`src/rtl/pipeline_defs.sv`:
```
// Shared pipeline definitions: next-PC select encodings, nop/halt
// encodings and the IF/ID payload layout.
package pipeline_defs;

    localparam int unsigned XLEN = 32;

    localparam logic [1:0] PCSRC_SEQ    = 2'b00;
    localparam logic [1:0] PCSRC_BRANCH = 2'b01;
    localparam logic [1:0] PCSRC_JUMP   = 2'b10;
    localparam logic [1:0] PCSRC_JR     = 2'b11;

    localparam logic [31:0] NOP_INSTR   = 32'h0000_0000;
    localparam logic [5:0]  HALT_OPCODE = 6'b111111;

    // IF/ID pipeline register payload
    typedef struct packed {
        logic [XLEN-1:0] instruction;
        logic [XLEN-1:0] pc4;
        logic            valid;
    } if_id_t;

endpackage

```
`src/rtl/if_id_register.sv`:
```
// IF/ID pipeline register: load, hold or flush to nop.
// Ports: clk, reset (sync, active-high), load (capture instr/pc4 as valid),
//        flush (clear to nop), instr_d/pc4_d (incoming fetch), if_id (held payload).
// With neither load nor flush asserted the register holds.
module if_id_register
    import pipeline_defs::*;
(
    input  logic            clk,
    input  logic            reset,
    input  logic            load,
    input  logic            flush,
    input  logic [XLEN-1:0] instr_d,
    input  logic [XLEN-1:0] pc4_d,
    output if_id_t          if_id
);

    // Flush takes precedence over load so a squash can never leak a word
    always_ff @(posedge clk) begin
        if (reset || flush) begin
            if_id.instruction <= NOP_INSTR;
            if_id.pc4         <= '0;
            if_id.valid       <= 1'b0;
        end else if (load) begin
            if_id.instruction <= instr_d;
            if_id.pc4         <= pc4_d;
            if_id.valid       <= 1'b1;
        end
    end

endmodule

```
`src/rtl/instruction_fetch_stage.sv`:
```
// IF stage: owns the PC, drives the instruction memory address, selects the
// next PC (sequential/branch/jump/jr), and latches fetched words into IF/ID.
// Handles stall hold, squash on redirect, halt on opcode 6'b111111 and a
// sticky fault for out-of-range or misaligned fetches.
// Ports: CLK, Reset (sync, active-high), Stall, PCSrc, BranchTarget, JumpIndex,
//        JrTarget, IMemData in; IMemAddr (= PC, combinational), PC,
//        IF_ID_PC4, IF_ID_Instruction, IF_ID_Valid, Halted, FetchFault out.
module instruction_fetch_stage
    import pipeline_defs::*;
#(
    parameter logic [31:0] RESET_PC   = 32'h0000_0000,
    parameter int unsigned IMEM_BYTES = 128
) (
    input  logic        CLK,
    input  logic        Reset,
    input  logic        Stall,
    input  logic [1:0]  PCSrc,
    input  logic [31:0] BranchTarget,
    input  logic [25:0] JumpIndex,
    input  logic [31:0] JrTarget,
    output logic [31:0] IMemAddr,
    input  logic [31:0] IMemData,
    output logic [31:0] PC,
    output logic [31:0] IF_ID_PC4,
    output logic [31:0] IF_ID_Instruction,
    output logic        IF_ID_Valid,
    output logic        Halted,
    output logic        FetchFault
);

    localparam logic [0:0] ST_RUN    = 1'b0;
    localparam logic [0:0] ST_HALTED = 1'b1;

    logic [0:0]  state_q, state_d;
    logic [31:0] pc_q, pc_d;
    logic        fault_q, fault_d;
    logic        ifid_load, ifid_flush;
    logic [31:0] pc_plus4;
    logic [31:0] jump_target;
    logic [31:0] redirect_target;
    logic        fetch_bad;
    logic        halt_word;
    if_id_t      if_id;

    assign pc_plus4    = pc_q + 32'd4;
    assign jump_target = {if_id.pc4[31:28], JumpIndex, 2'b00};
    assign fetch_bad   = (pc_q >= 32'(IMEM_BYTES)) || (pc_q[1:0] != 2'b00);
    assign halt_word   = (IMemData[31:26] == HALT_OPCODE);

    // Redirect target select; PCSRC_SEQ is never used here
    always_comb begin
        redirect_target = BranchTarget;
        case (PCSrc)
            PCSRC_BRANCH: redirect_target = BranchTarget;
            PCSRC_JUMP:   redirect_target = jump_target;
            PCSRC_JR:     redirect_target = JrTarget;
            default:      redirect_target = pc_plus4;
        endcase
    end

    // State, PC and fault registers
    always_ff @(posedge CLK) begin
        if (Reset) begin
            state_q <= ST_RUN;
            pc_q    <= RESET_PC;
            fault_q <= 1'b0;
        end else begin
            state_q <= state_d;
            pc_q    <= pc_d;
            fault_q <= fault_d;
        end
    end

    // Next-state / next-PC / IF-ID control; priority stall > redirect > fault > halt > normal
    always_comb begin
        state_d    = state_q;
        pc_d       = pc_q;
        fault_d    = fault_q;
        ifid_load  = 1'b0;
        ifid_flush = 1'b0;
        case (state_q)
            ST_RUN: begin
                if (Stall) begin
                    // everything holds; PCSrc is reasserted by the hazard unit
                end else if (PCSrc != PCSRC_SEQ) begin
                    // wrong-path fetch squashed, halt words included
                    pc_d       = redirect_target;
                    ifid_flush = 1'b1;
                end else if (fetch_bad) begin
                    // a bad fetch cannot be a halt; keep walking so the fault stays visible
                    pc_d       = pc_plus4;
                    fault_d    = 1'b1;
                    ifid_flush = 1'b1;
                end else if (halt_word) begin
                    ifid_load  = 1'b1;
                    state_d    = ST_HALTED;
                end else begin
                    pc_d       = pc_plus4;
                    ifid_load  = 1'b1;
                end
            end
            ST_HALTED: begin
                ifid_flush = !Stall;
            end
            default: begin
                state_d = ST_RUN;
            end
        endcase
    end

    if_id_register u_if_id (
        .clk     (CLK),
        .reset   (Reset),
        .load    (ifid_load),
        .flush   (ifid_flush),
        .instr_d (IMemData),
        .pc4_d   (pc_plus4),
        .if_id   (if_id)
    );

    assign IMemAddr          = pc_q;
    assign PC                = pc_q;
    assign IF_ID_PC4         = if_id.pc4;
    assign IF_ID_Instruction = if_id.instruction;
    assign IF_ID_Valid       = if_id.valid;
    assign Halted            = (state_q == ST_HALTED);
    assign FetchFault        = fault_q;

endmodule

```
`config.mk`:
```
export PLATFORM = sky130hd
export DESIGN_NAME = instruction_fetch_stage
export DESIGN_NICKNAME = d
export VERILOG_FILES = /design/src/rtl/pipeline_defs.sv /design/src/rtl/if_id_register.sv /design/src/rtl/instruction_fetch_stage.sv
export SDC_FILE = /design/constraint.sdc
export NUM_CORES = 1
export LEC_CHECK = 0
export CAP_MARGIN = 0
export CORE_ASPECT_RATIO = 2
export CORE_MARGIN = 5
export CORE_UTILIZATION = 51
export CTS_CLUSTER_SIZE = 8
export DETAILED_ROUTE_END_ITERATION = 8
export DONT_BUFFER_PORTS = 1
export PLACE_DENSITY_LB_ADDON = 0.05
export SYNTH_ARGS = -nofsm -noshare
export SYNTH_HDL_FRONTEND = slang
export SYNTH_HIERARCHICAL = 1
export SYNTH_SLANG_ARGS = --single-unit
```
`constraint.sdc`:
```
create_clock -name CLK -period 2.55 [get_ports CLK]
set_clock_uncertainty 0.15 [all_clocks]
set_input_delay 0.51 -clock CLK [delete_from_list [all_inputs] [get_ports CLK]]
set_output_delay 0.51 -clock CLK [all_outputs]
set_load 0.02 [all_outputs]
```
; ---- Word-level counts from Yosys, hierarchy flattened
; Index checks and enable logic that the tools add are counted.
; W data, S select, Z words.
[word_totals]
word_cells = 40
output_inout_bits = 131
inputBits = 127
regBits = 99
[classes]
magnitude_cmp = 1
bitwise = 3
addsub = 1
mux = 17
n_reduce_logical = 7
n_eq_ne = 5
[ops]
columns = op, n
row1 = $mux W32, 3
row2 = $pmux W32 S3, 1
row3 = $add A32 B3 Y32 const B, 1
row4 = $ge A32 B8 Y1 const B, 1
row5 = $mux W1, 12
row6 = $eq A6 B6 Y1 const B, 1
row7 = $eq A2 B2 Y1 const B, 2
row8 = $reduce_and A4 Y1, 1
row9 = $reduce_bool A2 Y1, 2
row10 = $ne A3 B2 Y1 const B, 1
row11 = $not A1 Y1, 3
row12 = $reduce_and A3 Y1, 1
row13 = $eq A2 B1 Y1 const B, 1
row14 = $logic_or A1 B1 Y1, 2
row15 = $pmux W1 S2, 1
row16 = $logic_not A1 Y1, 1

; ---- Depth between registers and ports, before layout
[logic_depth]
word_depth = 7
mapped_depth = 9
depth_no_buf = 7

; ---- Hierarchy
; Netlist, hierarchy kept.
[modules_own_cells]
columns = module, area_per_inst_um2, seq_area_each_um2, n_inst, cells_each
row1 = instruction_fetch_stage, 3296.9, 680.7, 1, 438
row2 = if_id_register, 2339.7, 1301.2, 1, 210

; ---- Worst setup path after synthesis
; Ideal clock, no wire load.
[synth_path]
path_kind = register -> register
from = reg pc_q[3], in the netlist IMemAddr[3]
to = reg u_if_id/if_id[21] (netlist name)
stages_incl_launch_ff = 9
n_path_buf = 1
arrival_time_ns = 2.049
path_slack_ns = 0.237
t_required_ns = 2.286
setup_time_ns = 0.114
path_cell_list = dfxtp_1 ha_1 nand3_1 nor4_4 buf_2 nand3_1 xnor2_1 mux2i_1 nor2_1
[synth_via]
elab_cells_between_ends = 12
classes_between = 1 x add/sub / 1 x order compare / 8 x mux / 2 x reduce/logical
[synth_lines]
columns = element, line_no
row1 = start: declaration, instruction_fetch_stage.sv:35  ; logic [31:0] pc_q, pc_d;
row2 = start signal: assignment, instruction_fetch_stage.sv:69  ; pc_q <= pc_d;
row3 = $add A32 B3 Y32, instruction_fetch_stage.sv:45  ; assign pc_plus4 = pc_q + 32'd4;
row4 = net pc_plus4[20], instruction_fetch_stage.sv:38  ; logic [31:0] pc_plus4;
; The timed path passes the listed nets, and every way through them passes these cells.
; A chain may end at the register's enable or synchronous reset.

; ---- Final worst setup path
[layout_path]
from = reg pc_q[23], in the netlist IMemAddr[23]
to = reg pc_q[7], in the netlist IMemAddr[7]
[layout_via]
elab_chain_len = 4
elab_cells_between_ends = 6
classes_between = 1 x order compare / 1 x eq/ne / 2 x mux / 2 x reduce/logical
[layout_lines]
columns = element, line_no
row1 = $ge A32 B8 Y1 (*), instruction_fetch_stage.sv:47  ; assign fetch_bad = (pc_q >= 32'(IMEM_BYTES)) || (pc_q[1:0] != 2'b00);
row2 = $logic_or A1 B1 Y1 (*), instruction_fetch_stage.sv:47
row3 = $ne A3 B2 Y1 (no line) or $mux W32 (tied branches), --
row4 = $reduce_and A3 Y1 (no line) or $mux W32 (tied branches), --
; Every way passes the cells marked *; elsewhere a longest branch is shown, timed or not.

==> flow_summary_export.csv <==
group,metric,value,unit
synth,yosys.area_share.xor_xnor,0.0435,
place,gp_congestion,0.878,
sta,min_period,2.40,ns
grt,grt_pass1_wl,26800,µm
clocking,post_cts_buffers,0,
place,placed_area,5800,µm²
grt,grt_max_degree,66,
floorplanning,start_util,0.518,
clocking,cts_sinks,99,
place,dp_cells,768,
synth,yosys.area.top_type,"dfxtp_1",
sta,fmax,417,MHz
clocking,path_clk_slew,0.07,ns
layout,syn2layout_area_growth,8.77,%
place,hpwl,13200,µm
route,vias_per_cell,6.11,
synth,synth_compound_area_frac,0.133,
synth,avgSynthCellArea,8.70,µm²
clocking,clk_latency,0.35,ns
clocking,postCtsHoldBufs,0,
critical_path,critPathLaunch,"IMemAddr[23]$_SDFFE_PP0P_",
grt,use_met2,0.486,
pwr,peakVddDrop,0.412,mV
place,post-place-ws,0.0607,ns
synth,yosys.area_share.adder,0.00444,
sta,finalHoldViolCount,0,
synth,synth_ff_type,"dfxtp_1",
critical_path,crit_path_start_kind,"register",
route,drc_errors,0,
route,num_vias,4787,
synth,synth_common_cells,"nor2_1, dfxtp_1, mux2i_1, a21oi_1, nand2_1",
grt,grtUsageTotal,0.256,
layout,instances_no_fill,784,
layout,antenna_cells,0,
run_status,run_status,"complete, no violations",
hold_path,hp-start,"Reset",
sta,holdWs,0.0737,ns
synth,synth_warnings,6,
pwr,power_density,593,nW/µm²
floorplanning,die_area,13400,µm²
sta,slew_headroom,0.617,
pwr,power,3.63,mW
layout,nets,768,
sta,worstMarginPinSlew,0.570,ns
synth,synth_area_leaders,"dfxtp_1, mux2i_1, nor2_1",
clocking,cts_buffers,9,
route,ant_nets,0,
critical_path,cp-end-kind,"register",
route,drt-total-wl,17700,µm
critical_path,worstPathMaxFanout,20,
clocking,cts.htree.levels,3,
sta,setup_viol,0,
synth,synthesis.area,5640,µm²
floorplanning,ioPinCount,258,
grt,antenna_found_initial,0,
layout,finalInstanceArea,6130,µm²
synth,syn_nets,777,
grt,use_met1,0.250,
grt,grt_remaining_overflow,0,
layout,utilization,0.564,
grt,use_met3,0.0741,
clocking,cts_buffer_depth,2,
floorplanning,die_h,159,µm
route,drt-initial-drc-count,221,
critical_path,critPathKind,"reg -> reg",
place,port_buffers,0,
synth,synthMuxAreaShare,0.187,
sta,slew_violations,0,
floorplanning,core,10900,µm²
synth,synth.most_common_cell,"nor2_1",
synth,synth-edff-count,0,
synth,synth_top_family_by_area,"multiplexers",
hold_path,min_path_type,"in -> reg",
critical_path,critPathArrivalTime,2.49,ns
sta,fin_tns_setup,0,ns
layout,drive_above_1_share,0.165,
floorplanning,placementRows,54,
grt,gr-max-usage-layer,"met2",
critical_path,required,2.65,ns
synth,ys_ff_latch,99,
run,maxCapViolCount,0,
route,routedWlPerCell,22.6,µm
synth,synthSimpleGateAreaFrac,0.176,
synth,ys_seq_area_frac,0.352,
floorplanning,fp.dieW,84.3,µm
synth,synthCells,648,
sta,setup_slack,0.155,ns
route,firstDrtPassIters,5,
synth,synth_top_cell_area_share,0.352,
sta,period_share,0.939,
clocking,cts_root_buf,"clkbuf_16",
pwr,leakage,2.17,nW
clocking,cts_tree,"yes",
synth,yosysUniqueCellTypes,54,
critical_path,r2r_start,"IMemAddr[23]$_SDFFE_PP0P_",
sta,rsz0062_at_grt,"no",
grt,grt_pass1_vias,4933,
synth,synth-async-reset-ratio,0,
-- path summary, 6_finish.rpt --
| kind | end | slack [ns] | cells after the start |
|---|---|---|---|
| worst min-delay path | IMemAddr[0]$_SDFFE_PP0P_ | 0.07 | 1 |
| worst min register to register | IMemAddr[6]$_SDFFE_PP0P_ | 0.42 | 2 |
| worst max register to register | IMemAddr[7]$_SDFFE_PP0P_ | 0.15 | 7 |
| worst max-delay path | IMemAddr[7]$_SDFFE_PP0P_ | 0.15 | 7 |
-- repair_timing --
action | in CTS | in global routing
setup endpoints to repair | 0 | 46
resized for setup | 0 | 2
endpoints found under the hold margin | 0 | 0
-- area by class of cell --
| class | instances | area, µm² |
|---|---|---|
| fillers | 1008 | 4750 |
| multi-input cells | 454 | 3090 |
| flip-flops and latches | 99 | 1980 |
| repair buffers | 62 | 515 |
| clock buffers | 10 | 229 |
| well taps | 140 | 175 |
| clock inverters | 6 | 90.1 |
| inverters | 13 | 48.8 |
-- critical path, stage by stage (launching register included) --
cell	delay (ns)
dfxtp_1	0.32
nor4_1	0.37
buf_4	0.18
nand4_1	0.16
buf_4	0.21
o31a_2	0.53
o21ai_0	0.20
o21ba_2	0.17
-- placed cells by master (no fill, tap or decap), types with 5 or more instances in the layout --
cell type | synthesis | final
dfxtp_1 | 99 | 99
mux4_2 | 7 | 7
buf_4 | 34 | 58
clkbuf_16 | 0 | 9
xnor2_1 | 20 | 20
nand4_1 | 17 | 17
nor3_1 | 5 | 5
mux2_2 | 5 | 5
inv_1 | 11 | 11
a21o_1 | 7 | 7
o21ai_0 | 28 | 28
nand2_1 | 35 | 35
xor2_1 | 8 | 8
a21oi_1 | 47 | 47
nand3_1 | 14 | 14
mux2i_1 | 84 | 84
nor4_1 | 11 | 10
nor2_1 | 110 | 110
-- registers in the layout, summed over array words and instances, names as in the netlist --
name,cells
IMemAddr,32
u_if_id/if_id,65
FetchFault,1
Halted,1
-- where the power goes --
| group | internal [mW] | switching [mW] |
|---|---|---|
| registers | 1.58 | 0.0385 |
| clock network | 0.863 | 0.621 |
| logic | 0.198 | 0.332 |
-- layer usage --
metal / share of wire / vias to the layer above
met5: 0 / -
met1: 0.34 / 2271
met4: 0.036 / 0
met2: 0.55 / 237
li1: - / 2231
met3: 0.080 / 48
-- cell families after synthesis --
group                    count (synthesis)
AND/OR/NAND/NOR                        210
XOR/XNOR                                28
adder cells (fa/ha/maj)                  2
AO/OA/AOI/OAI                          118
buffers and inverters                   95
multiplexers                            96
flip-flops                              99
(Power assumes the default switching activity.)
